**config.mk**
```make
export PLATFORM = sky130hd
export DESIGN_NAME = dual_eye_fetch_scheduler
export DESIGN_NICKNAME = d
export VERILOG_FILES = /design/src/rtl/dual_eye_fetch_scheduler.sv
export SDC_FILE = /design/constraint.sdc
export NUM_CORES = 1
export LEC_CHECK = 0
export ABC_AREA = 1
export CAP_MARGIN = 25
export CORE_MARGIN = 10
export CORE_UTILIZATION = 45
export DETAILED_ROUTE_END_ITERATION = 6
export HOLD_SLACK_MARGIN = 0.12
export PLACE_DENSITY = 0.65
export SETUP_SLACK_MARGIN = 0.05
export SKIP_LAST_GASP = 1
export SLEW_MARGIN = 25
export SYNTH_ARGS = -nofsm -noshare
export SYNTH_HDL_FRONTEND = slang
export SYNTH_SLANG_ARGS = --single-unit
```
**constraint.sdc**
```tcl
create_clock -name clock_pixel -period 6 [get_ports clock_pixel]
set_input_delay 0.9 -clock clock_pixel [delete_from_list [all_inputs] [get_ports clock_pixel]]
set_output_delay 0.9 -clock clock_pixel [all_outputs]
set_load 0.1 [all_outputs]
```
**src/rtl/dual_eye_fetch_scheduler.sv**
```systemverilog
// Line-fetch scheduler for a dual-eye (A/B alternating) frame buffer.
// Each frame it arms on the SYNC_V fall and picks the eye buffer. It then
// issues one req/ack/done fetch per line, running at most two lines ahead of
// the lines shown. If DE rises before its line has arrived, it flags an underrun.
module dual_eye_fetch_scheduler #(
  parameter int unsigned       HAPIX      = 800,
  parameter int unsigned       VAPIX      = 600,
  parameter int unsigned       LINE_WORDS = HAPIX / 4,
  parameter int unsigned       ADDR_W     = 24,
  parameter logic [ADDR_W-1:0] BASE_A     = 24'h000000,
  parameter logic [ADDR_W-1:0] BASE_B     = 24'h020000
) (
  input  logic              clock_pixel,
  input  logic              reset,
  input  logic              HDMI_START,
  input  logic              SYNC_V,
  input  logic              DE,
  input  logic              oRequest,
  output logic              fetch_req,
  output logic [ADDR_W-1:0] fetch_addr,
  input  logic              fetch_ack,
  input  logic              fetch_done,
  output logic              eye_sel,
  output logic              running,
  output logic              underrun,
  output logic [7:0]        underrun_cnt
);

  typedef enum logic [2:0] {
    S_IDLE,
    S_ARM,
    S_READY,
    S_REQ,
    S_BUSY
  } state_t;

  localparam logic [9:0]        VAPIX_C = 10'(VAPIX);
  localparam logic [ADDR_W-1:0] LINE_STEP = ADDR_W'(LINE_WORDS);

  state_t              state_q, state_d;
  logic                pending_q, pending_d;
  logic                sync_v_q, sync_v_d;
  logic                de_q, de_d;
  logic [9:0]          fetched_q, fetched_d;
  logic [9:0]          shown_q, shown_d;
  logic [ADDR_W-1:0]   line_addr_q, line_addr_d;
  logic                fetch_req_q, fetch_req_d;
  logic [ADDR_W-1:0]   fetch_addr_q, fetch_addr_d;
  logic                eye_sel_q, eye_sel_d;
  logic                running_q, running_d;
  logic                underrun_q, underrun_d;
  logic [7:0]          underrun_cnt_q, underrun_cnt_d;

  logic                frame_start;
  logic                de_rise;
  logic                de_fall;
  logic [9:0]          ahead;

  assign frame_start = sync_v_q & ~SYNC_V;
  assign de_rise     = DE & ~de_q;
  assign de_fall     = ~DE & de_q;
  // Lines buffered but not yet shown; clamps at zero while an underrun has
  // let the display overtake the fetcher.
  assign ahead       = (fetched_q >= shown_q) ? (fetched_q - shown_q) : 10'd0;

  // Next-state, counters and registered-output values.
  always_comb begin
    // NOTE: every signal gets a default before any branch, so no path can leave
    // one unassigned and infer a latch.
    state_d        = state_q;
    pending_d      = pending_q;
    sync_v_d       = SYNC_V;
    de_d           = DE;
    fetched_d      = fetched_q;
    shown_d        = shown_q;
    line_addr_d    = line_addr_q;
    fetch_req_d    = fetch_req_q;
    fetch_addr_d   = fetch_addr_q;
    eye_sel_d      = eye_sel_q;
    underrun_d     = underrun_q;
    underrun_cnt_d = underrun_cnt_q;

    if (running_q && de_fall && (shown_q < VAPIX_C)) begin
      shown_d = shown_q + 10'd1;
    end

    if (running_q && de_rise && (fetched_q <= shown_q)) begin
      underrun_d = 1'b1;
      if (underrun_cnt_q != 8'hFF) begin
        underrun_cnt_d = underrun_cnt_q + 8'd1;
      end
    end

    case (state_q)
      S_IDLE: begin
        if (frame_start && HDMI_START) begin
          state_d   = S_ARM;
          eye_sel_d = 1'b0;
        end
      end

      S_ARM: begin
        fetched_d   = 10'd0;
        shown_d     = 10'd0;
        pending_d   = 1'b0;
        line_addr_d = eye_sel_q ? BASE_B : BASE_A;
        state_d     = S_READY;
      end

      S_READY: begin
        if (frame_start) begin
          if (HDMI_START) begin
            state_d   = S_ARM;
            eye_sel_d = ~eye_sel_q;
          end else begin
            state_d = S_IDLE;
          end
        end else if (oRequest && (fetched_q < VAPIX_C) && (ahead < 10'd2)) begin
          state_d      = S_REQ;
          fetch_req_d  = 1'b1;
          fetch_addr_d = line_addr_q;
        end
      end

      S_REQ: begin
        if (frame_start) begin
          pending_d = 1'b1;
        end
        if (fetch_ack) begin
          fetch_req_d = 1'b0;
          state_d     = S_BUSY;
        end
      end

      S_BUSY: begin
        if (frame_start) begin
          pending_d = 1'b1;
        end
        if (fetch_done) begin
          fetched_d   = fetched_q + 10'd1;
          line_addr_d = line_addr_q + LINE_STEP;
          // A frame start seen during the handshake is honoured only now,
          // after the in-flight line has been counted.
          if (pending_q || frame_start) begin
            pending_d = 1'b0;
            if (HDMI_START) begin
              state_d   = S_ARM;
              eye_sel_d = ~eye_sel_q;
            end else begin
              state_d = S_IDLE;
            end
          end else begin
            state_d = S_READY;
          end
        end
      end

      default: state_d = S_IDLE;
    endcase

    running_d = (state_d != S_IDLE);
  end

  // State and output registers; async reset aborts any transaction in flight.
  always_ff @(posedge clock_pixel or posedge reset) begin
    if (reset) begin
      state_q        <= S_IDLE;
      pending_q      <= 1'b0;
      sync_v_q       <= 1'b1;
      de_q           <= 1'b0;
      fetched_q      <= 10'd0;
      shown_q        <= 10'd0;
      line_addr_q    <= '0;
      fetch_req_q    <= 1'b0;
      fetch_addr_q   <= '0;
      eye_sel_q      <= 1'b0;
      running_q      <= 1'b0;
      underrun_q     <= 1'b0;
      underrun_cnt_q <= 8'd0;
    end else begin
      // NOTE: non-blocking assignments so every flop samples pre-edge values.
      state_q        <= state_d;
      pending_q      <= pending_d;
      sync_v_q       <= sync_v_d;
      de_q           <= de_d;
      fetched_q      <= fetched_d;
      shown_q        <= shown_d;
      line_addr_q    <= line_addr_d;
      fetch_req_q    <= fetch_req_d;
      fetch_addr_q   <= fetch_addr_d;
      eye_sel_q      <= eye_sel_d;
      running_q      <= running_d;
      underrun_q     <= underrun_d;
      underrun_cnt_q <= underrun_cnt_d;
    end
  end

  assign fetch_req    = fetch_req_q;
  assign fetch_addr   = fetch_addr_q;
  assign eye_sel      = eye_sel_q;
  assign running      = running_q;
  assign underrun     = underrun_q;
  assign underrun_cnt = underrun_cnt_q;

endmodule
```
# ---- Word level (Yosys, flattened, before mapping)
# Cells that the tools add are included.
dict set report word_totals {
  regBits 86
  input_bits 8
  elab_cells 93
}
dict set report op_classes {
  n_mux 30
  n_reduce_logical 20
  n_lt_le_gt_ge 5
  addsub 5
  bitwise_logic 8
  eq_ne 12
}
# cell count
set op_table {}
lappend op_table {{$pmux W24 S2} 1}
lappend op_table {{$mux W10} 4}
lappend op_table {{$add A24 B8 Y24 const B} 1}
lappend op_table {{$mux W24} 1}
lappend op_table {{$add A10 B1 Y10 const B} 2}
lappend op_table {{$lt A10 B10 Y1 const B} 2}
lappend op_table {{$pmux W10 S2} 1}
lappend op_table {{$mux W18} 1}
lappend op_table {{$mux W3} 6}
lappend op_table {{$pmux W3 S5} 1}
lappend op_table {{$ne A2 B2 Y1 const B} 7}
lappend op_table {{$mux W1} 12}
lappend op_table {{$ge A10 B10 Y1} 1}
lappend op_table {{$le A10 B10 Y1} 1}
lappend op_table {{$lt A10 B2 Y1 const B} 1}
lappend op_table {{$sub A10 B10 Y10} 1}
lappend op_table {{$reduce_bool A3 Y1} 3}
lappend op_table {{$add A8 B1 Y8 const B} 1}
lappend op_table {{$ne A8 B8 Y1 const B} 1}
lappend op_table {{$logic_and A1 B1 Y1} 7}
lappend op_table {{$eq A3 B2 Y1 const B} 2}
lappend op_table {{$pmux W1 S3} 2}
lappend op_table {{$reduce_bool A2 Y1} 3}
lappend op_table {{$not A1 Y1} 5}
lappend op_table {{other kinds (10)} 13}

# ---- Depth between registers and ports, before layout
# Gate-level depths: netlist of the first run.
dict set report depth {
  word_depth 8
  depth_mapped 19
  mapped_depth_nobuf 18
}

# ---- Worst setup path after synthesis of the first run
# No wires, ideal clock.
dict set report synth_timing {
  kind {flip-flop to flip-flop}
  start {register fetched_q[0]}
  end {register fetch_addr_q[10], in the netlist fetch_addr[10]}
  path_slack_ns 3.848
  path_stages_with_launch 20
  arrival_ns 2.030
  n_path_buf 1
  required_ns 5.878
  path_cell_list {dfrtp_1 inv_1 ha_1 inv_1 fa_1 nand2_1 nand2_2 nand2_1 nand2_1 nand2_1 inv_1 nor2_1 nand2_1 nor2_1 nand2_1 nand2_2 nand2_4 buf_6 nand2_1 nand2_1}
}
dict set report synth_between {
  elab_chain_len 5
  elab_cells_between_ends 8
}
# element line_no
set synth_lines {}
lappend synth_lines {{from (decl)} 44} ;# logic [9:0] fetched_q, fetched_d;
lappend synth_lines {{from (signal assigned)} 186} ;# fetched_q <= fetched_d;
lappend synth_lines {{$sub A10 B10 Y10 or $ge A10 B10 Y1 (tied branches)} 64} ;# assign ahead = (fetched_q >= shown_q) ? (fetched_q - shown_q) : 10'd0;
lappend synth_lines {{$mux W10} 64}
lappend synth_lines {{$lt A10 B2 Y1} 118} ;# end else if (oRequest && (fetched_q < VAPIX_C) && (ahead < 10'd2)) begin
lappend synth_lines {{$logic_and A1 B1 Y1 (*)} 118}
lappend synth_lines {{$reduce_and A3 Y1 (no line) (*)} -}
lappend synth_lines {{to (signal assigned)} 190} ;# fetch_addr_q <= fetch_addr_d;
lappend synth_lines {{to (decl)} 48} ;# logic [ADDR_W-1:0] fetch_addr_q, fetch_addr_d;
# Mark *: on every way between the ends. The rest lies on a longest branch, timed or not.
# A chain may end at the register's enable or synchronous reset.

# ---- Worst setup path in the final report of the first run
dict set report layout_timing {
  start {register underrun_cnt_q[3], in the netlist underrun_cnt[3]}
  end {output port underrun_cnt[3]}
}
# element line_no
set layout_lines {}
lappend layout_lines {{from (decl)} 52} ;# logic [7:0] underrun_cnt_q, underrun_cnt_d;
lappend layout_lines {{from (signal assigned)} 194} ;# underrun_cnt_q <= underrun_cnt_d;
lappend layout_lines {{to (decl)} 26} ;# output logic [7:0] underrun_cnt
# No word-level cell between the ends.

==> metrics.cfg, run 1 <==
[clock_network]
clkSinkCount = 80
clockRootBuffer = clkbuf_8
cts_buffers = 9
cts_tree = done
post_cts_buffers = 0
ctsResizeCount = 0
clk_path_buf_depth = 2
worstSkewPairLatency_ns = 0.35
cts_hold_buffers = 0
path_clk_slew_ns = 0.09
htree_levels = 3

[critical_path]
cpPeakStageDelay_ns = 1.17
criticalPathCategory = flop to output port
slowest_stage = clkdlybuf4s50_1
start_kind = flop
cp_data_arrival_time_ns = 1.96
crit_path_end_kind = output port
crit_buf_inv = 1
critical-path-top-delay-family = buffers and inverters
worstPathCellList = clkdlybuf4s50_1
required_ns = 5.10
crit_path_max_fanout = 5

[die]
rows = 36
pin_count = 44
die_h_um = 121
chipWidth_um = 121
start_util = 0.465
core_sq_um = 9820
die_area_sq_um = 14600

[placed_design]
placed_area_sq_um = 5050
globalplace.congestion = 0.942
hpwl_mm = 7.51
dpl.cell_count = 760
io_buffers = 40

[finish]
syn_to_final_growth_pct = 14.8
num-nets-final = 661
num_antenna_cells = 0
final_cells = 776
final_cell_area_sq_um = 5240
drive_above_1_share = 0.0638
n_fill_cell = 962

[routing]
ant_nets = 0
vias_per_cell = 5.07
drt_iter0_drc = 326
avgRoutedWirePerCell_um = 13.0
drc = 0
first_pass_iters = 5
vias = 3932
routed_wl_mm = 10.1

[logic_synthesis]
synth_warnings = 0
synth_seq_cells = 80
synth_edf_count = 0
synthCells = 597
postSynthAreaPerCell_sq_um = 7.64
synth_top_cells_by_area = dfrtp_1 (43%), nand2_1 (13%), inv_1 (7.0%), nand3_1 (5.6%), nor2_1 (4.1%)
synth_flop_cell = dfrtp_1
synth_top_area_cell = dfrtp_1
ys_seq_area_frac = 0.439
yosysUniqueCellTypes = 43
async_reset_ff_frac = 1.00
synthTopCellsByCount = nand2_1 (158), inv_1 (85), dfrtp_1 (79)
yosysMostFrequentCell = nand2_1
synth_top_area_frac = 0.433
syn_area_sq_um = 4560

[global_routing]
antenna_found_initial = 0
grt_pass1_vias = 3905
grtUsageTotal = 0.143
grt_max_degree = 81
grt_remaining_overflow = 0
grt_pass1_wl_mm = 17.6

[timing]
finalCritPeriodShare = 0.476
fin_crit_ns = 2.86
finalHoldViolCount = 0
fmaxAchievable_ghz = 0.350
hold_slack_ns = 0.467
max_slew_margin = 0.336
drv_slew = 0
worst_clock_skew_ns = 0.0120
setup_violations = 0
rsz0062_at_grt = false
worst_slew_pin_slew_ns = 0.993
tns_ns = 0

[hold_path]
hp-class = flop to flop

[power]
p_per_area_nw_per_um2 = 400
p_leak_nw = 2.67
peakVddDrop_uv = 225

[status]
outcome = finished clean

[flow_run]
maxCapViolations = 0

-- state kept, by name, summed over array words and instances (netlist names) --
signal / flops
de_q: 1
eye_sel: 1
fetch_addr: 21
fetch_req: 1
fetched_q: 10
line_addr_q: 21
pending_q: 1
running: 1
shown_q: 10
state_q: 3
sync_v_q: 1
underrun: 1
underrun_cnt: 8
-- through the flow --
step	worst slack, ns	utilization	power, mW
2_1_floorplan	3.05	-	1.52
3_3_place_gp	3.03	0.514	1.72
3_5_place_dp	2.93	0.514	1.74
4_1_cts	3.12	0.532	2.11
5_1_grt	2.94	0.533	2.24
6_report	3.14	0.533	2.10
-- path summary, 6_finish.rpt --
check,startpoint,end,slack (ns),cells past startpoint
worst max-delay path,underrun_cnt[3]$_DFFE_PP0P_,underrun_cnt[3],3.14,1
worst min-delay path,underrun$_DFFE_PP0P_,underrun$_DFFE_PP0P_,0.47,1
worst max register to register,fetched_q[0]$_DFFE_PP0P_,fetch_addr[14]$_DFFE_PP0P_,3.23,16
worst min register to register,underrun$_DFFE_PP0P_,underrun$_DFFE_PP0P_,0.47,1
max in group asynchronous,reset,fetched_q[3]$_DFFE_PP0P_,4.45,3
min in group asynchronous,reset,underrun_cnt[0]$_DFFE_PP0P_,1.05,3
-- metal layers --
layer | GRT usage | share of wire
met1 | 0.175 | 0.48
met3 | 0.0307 | 0.053
met2 | 0.238 | 0.45
met4 | 0.0588 | 0.017
met5 | 0 | 0
-- kinds of logic after synthesis --
logic type | share of synthesized area
simple gates | 0.304
buf+inv | 0.0965
flops | 0.439
compound gates | 0.0921
fa+ha+maj | 0.0428
xor+xnor | 0.0250
other cells | 0.000822
-- layout by cell type (no fill, tap or decap), types with 4 or more instances in the layout --
cell             count
a21oi_1             25
and3_1               4
clkbuf_8            10
clkdlybuf4s50_1     40
dfrtp_1             79
ha_1                14
inv_1               84
inv_2                5
nand2_1            158
nand3_1             51
nand4_1             12
nor2_1              50
nor3_1              12
o21ai_0             31
o21ai_1              4
xor2_1              10
-- power breakdown --
group / leakage (nW) / internal (mW) / switching [mW]
Clock: 0.0853 / 0.161 / 0.201
Sequential: 1.08 / 0.623 / 0.0748
Combinational: 1.51 / 0.262 / 0.773
Total: 2.67 / 1.05 / 1.05
-- cell type report --
cell class / count / area, sq um / share of cell area
Clock buffer: 11 / 141 / 0.0270
Clock inverter: 5 / 33.8 / 0.00645
Inverter: 90 / 339 / 0.0647
Multi-Input combinational cell: 415 / 2130 / 0.408
Sequential cell: 80 / 2000 / 0.382
Tap cell: 133 / 166 / 0.0318
Timing Repair Buffer: 42 / 419 / 0.0800
Note: power is estimated with default switching activity, not from simulation.
==> inputs of run 2 (changes only) <==
--- a/config.mk
+++ b/config.mk
@@ -11,7 +11,7 @@
 export CORE_UTILIZATION = 45
 export DETAILED_ROUTE_END_ITERATION = 6
 export HOLD_SLACK_MARGIN = 0.12
-export PLACE_DENSITY = 0.65
+export PLACE_DENSITY = 0.68
 export SETUP_SLACK_MARGIN = 0.05
 export SKIP_LAST_GASP = 1
 export SLEW_MARGIN = 25
==> constraint.sdc (replaced) <==
create_clock -name clock_pixel -period 2.49 [get_ports clock_pixel]
set_input_delay 0.3735 -clock clock_pixel [delete_from_list [all_inputs] [get_ports clock_pixel]]
set_output_delay 0.3735 -clock clock_pixel [all_outputs]
set_load 0.1 [all_outputs]
==> metrics.cfg, run 2 (same netlist as run 1, synthesis figures left out) <==
[routing]
drt_iter0_drc = 328  ; +0.61%
routed_wl_mm = 11.0  ; +9.2%
drc = 0  ; unchanged
ant_nets = 0  ; unchanged
vias_per_cell = 5.16  ; +1.8%
avgRoutedWirePerCell_um = 13.9  ; +7.1%
first_pass_iters = 5  ; unchanged
vias = 4080  ; +3.8%

[clock_network]
cts_hold_buffers = 0  ; unchanged
worstSkewPairLatency_ns = 0.36  ; about the same
path_clk_slew_ns = 0.09  ; about the same
clk_path_buf_depth = 2  ; unchanged
clockRootBuffer = clkbuf_8
clkSinkCount = 80  ; unchanged
htree_levels = 3  ; unchanged
cts_tree = done
cts_buffers = 9  ; unchanged

[finish]
n_fill_cell = 928  ; -3.5%
drive_above_1_share = 0.160  ; +0.0958
layout_commonest_cell = nand2_1
num_antenna_cells = 0  ; unchanged
layout_common_cells = nand2_1 (154), inv_1 (80), dfrtp_1 (79), nand3_1 (50), nor2_1 (49)
num-nets-final = 676  ; +2.3%
syn_to_final_growth_pct = 18.5

[global_routing]
antenna_found_initial = 1  ; +1
grt_max_degree = 30  ; -63%
grt_pass1_vias = 3921  ; +0.41%
grt_remaining_overflow = 0  ; unchanged
grtUsageTotal = 0.153  ; +0.0103
grt_pass1_wl_mm = 18.4  ; +4.7%

[critical_path]
start_kind = flop
required_ns = 2.74  ; -2.36 ns
crit_path_max_fanout = 8  ; +3
r2r_setup_slack_ns = 0.12  ; -3.11 ns
crit_path_end_kind = flop
ff2ff_path_depth = 14  ; -2
r2r-start = shown_q[7]$_DFFE_PP0P_
timing.rr.end = fetch_addr[4]$_DFFE_PP0P_
criticalPathCategory = flop to flop
cp_data_arrival_time_ns = 2.62  ; +0.66 ns

[timing]
finalHoldViolCount = 0  ; unchanged
setup_violations = 0  ; unchanged
max_slew_margin = 0.597  ; +0.261
drv_slew = 0  ; unchanged
fin_crit_ns = 2.37
finalCritPeriodShare = 0.950
worst_slew_pin_slew_ns = 0.604  ; -0.389 ns
rsz0062_at_grt = true
worst_clock_skew_ns = 0.0103  ; -0.00170 ns
hold_slack_ns = 0.354  ; -0.113 ns
tns_ns = 0  ; unchanged
fmaxAchievable_ghz = 0.423

[placed_design]
hpwl_mm = 8.01  ; +6.6%
io_buffers = 40  ; unchanged
globalplace.congestion = 0.912  ; -3.2%

[power]
p_leak_nw = 2.84  ; +6.4%
peakVddDrop_uv = 881  ; +290%
p_per_area_nw_per_um2 = 1010  ; +150%

[die]
die_h_um = 121  ; unchanged
start_util = 0.465  ; unchanged
rows = 36  ; unchanged
pin_count = 44  ; unchanged
die_area_sq_um = 14600  ; unchanged
core_sq_um = 9820  ; unchanged
chipWidth_um = 121  ; unchanged

[hold_path]
hp-class = input pin to asynchronous set/reset pin

[status]
outcome = finished clean

[flow_run]
maxCapViolations = 0  ; unchanged

==> run 2: cell types whose count changed in the layout (fill, tap and decap cells not counted), sizes merged <==
cell / before / now
bufinv: 0 / 1
clkdlybuf4s50: 40 / 7
inv: 89 / 92
buf: 2 / 49
clkinv: 4 / 1
==> run 2: power by group <==
group	switching, mW	leakage, nW	internal [mW]	total, mW
Sequential	0.181	1.08	1.50	1.68
Combinational	1.97	1.66	0.761	2.73
Clock	0.537	0.101	0.505	1.04
Total	2.68	2.84	2.77	5.45
==> run 2: worst max-delay path: stages, from the launching register on <==
cell and delay (ns):
dfrtp_1 0.41, inv_1 0.11, ha_1 0.37, nand2_1 0.10
nor2_1 0.18, nand3_1 0.16, nand4_1 0.13, nand2_1 0.06
nor2_1 0.13, nand2_1 0.08, nand2_2 0.10, nand2_4 0.12
clkbuf_16 0.20, nand2_1 0.06, nand2_1 0.05
==> run 2: cell type report <==
cell class	instances	area, sq um	share of cell area
Tap cell	133	166	0.0308
Clock buffer	10	138	0.0255
Multi-Input combinational cell	415	2190	0.405
Sequential cell	80	2000	0.371
Inverter	90	342	0.0632
Timing Repair Buffer	57	495	0.0917
Clock inverter	6	73.8	0.0137
==> run 2: worst max path at each step <==
stage                                         from                   endpoint  slack (ns)  cells after the start
after floorplan                              reset             de_q$_DFF_PP0_        0.07                      1
after global placement    fetched_q[0]$_DFFE_PP0P_  fetch_addr[4]$_DFFE_PP0P_        0.17                     18
after detailed placement  fetched_q[0]$_DFFE_PP0P_  fetch_addr[4]$_DFFE_PP0P_        0.09                     18
after CTS                 fetched_q[0]$_DFFE_PP0P_  fetch_addr[4]$_DFFE_PP0P_        0.06                     18
after global routing      fetched_q[0]$_DFFE_PP0P_  fetch_addr[8]$_DFFE_PP0P_        0.02                     17
final                       shown_q[7]$_DFFE_PP0P_  fetch_addr[4]$_DFFE_PP0P_        0.12                     14
==> run 2: routing by layer <==
layer  vias to the layer above  part of all wire  GRT usage
met3                        11             0.064     0.0372
met5                         -                 0          0
li1                       2031                 -          -
met2                       111              0.47      0.254
met1                      1927              0.46      0.194
met4                         0             0.011     0.0437
==> run 2: what timing repair did <==
action                     CTS  global route
buffers inserted             0             7
setup endpoints to repair    0            30
resized for setup            0            21
==> run 2: through the flow <==
| stage | total power [mW] | setup slack, ns | utilization | instances | instance area [sq um] |
|---|---|---|---|---|---|
| 3_5_place_dp | 4.25 | 0.0881 | 0.514 | 767 | 5050 |
| 5_1_grt | 5.82 | 0.0200 | 0.550 | 791 | 5410 |
| 3_3_place_gp | 4.18 | 0.168 | 0.514 | 767 | 5050 |
| 6_report | 5.45 | 0.124 | 0.550 | 791 | 5410 |
| 2_1_floorplan | 3.66 | 0.0664 | - | 599 | 4570 |
| 4_1_cts | 5.30 | 0.0627 | 0.535 | 783 | 5260 |
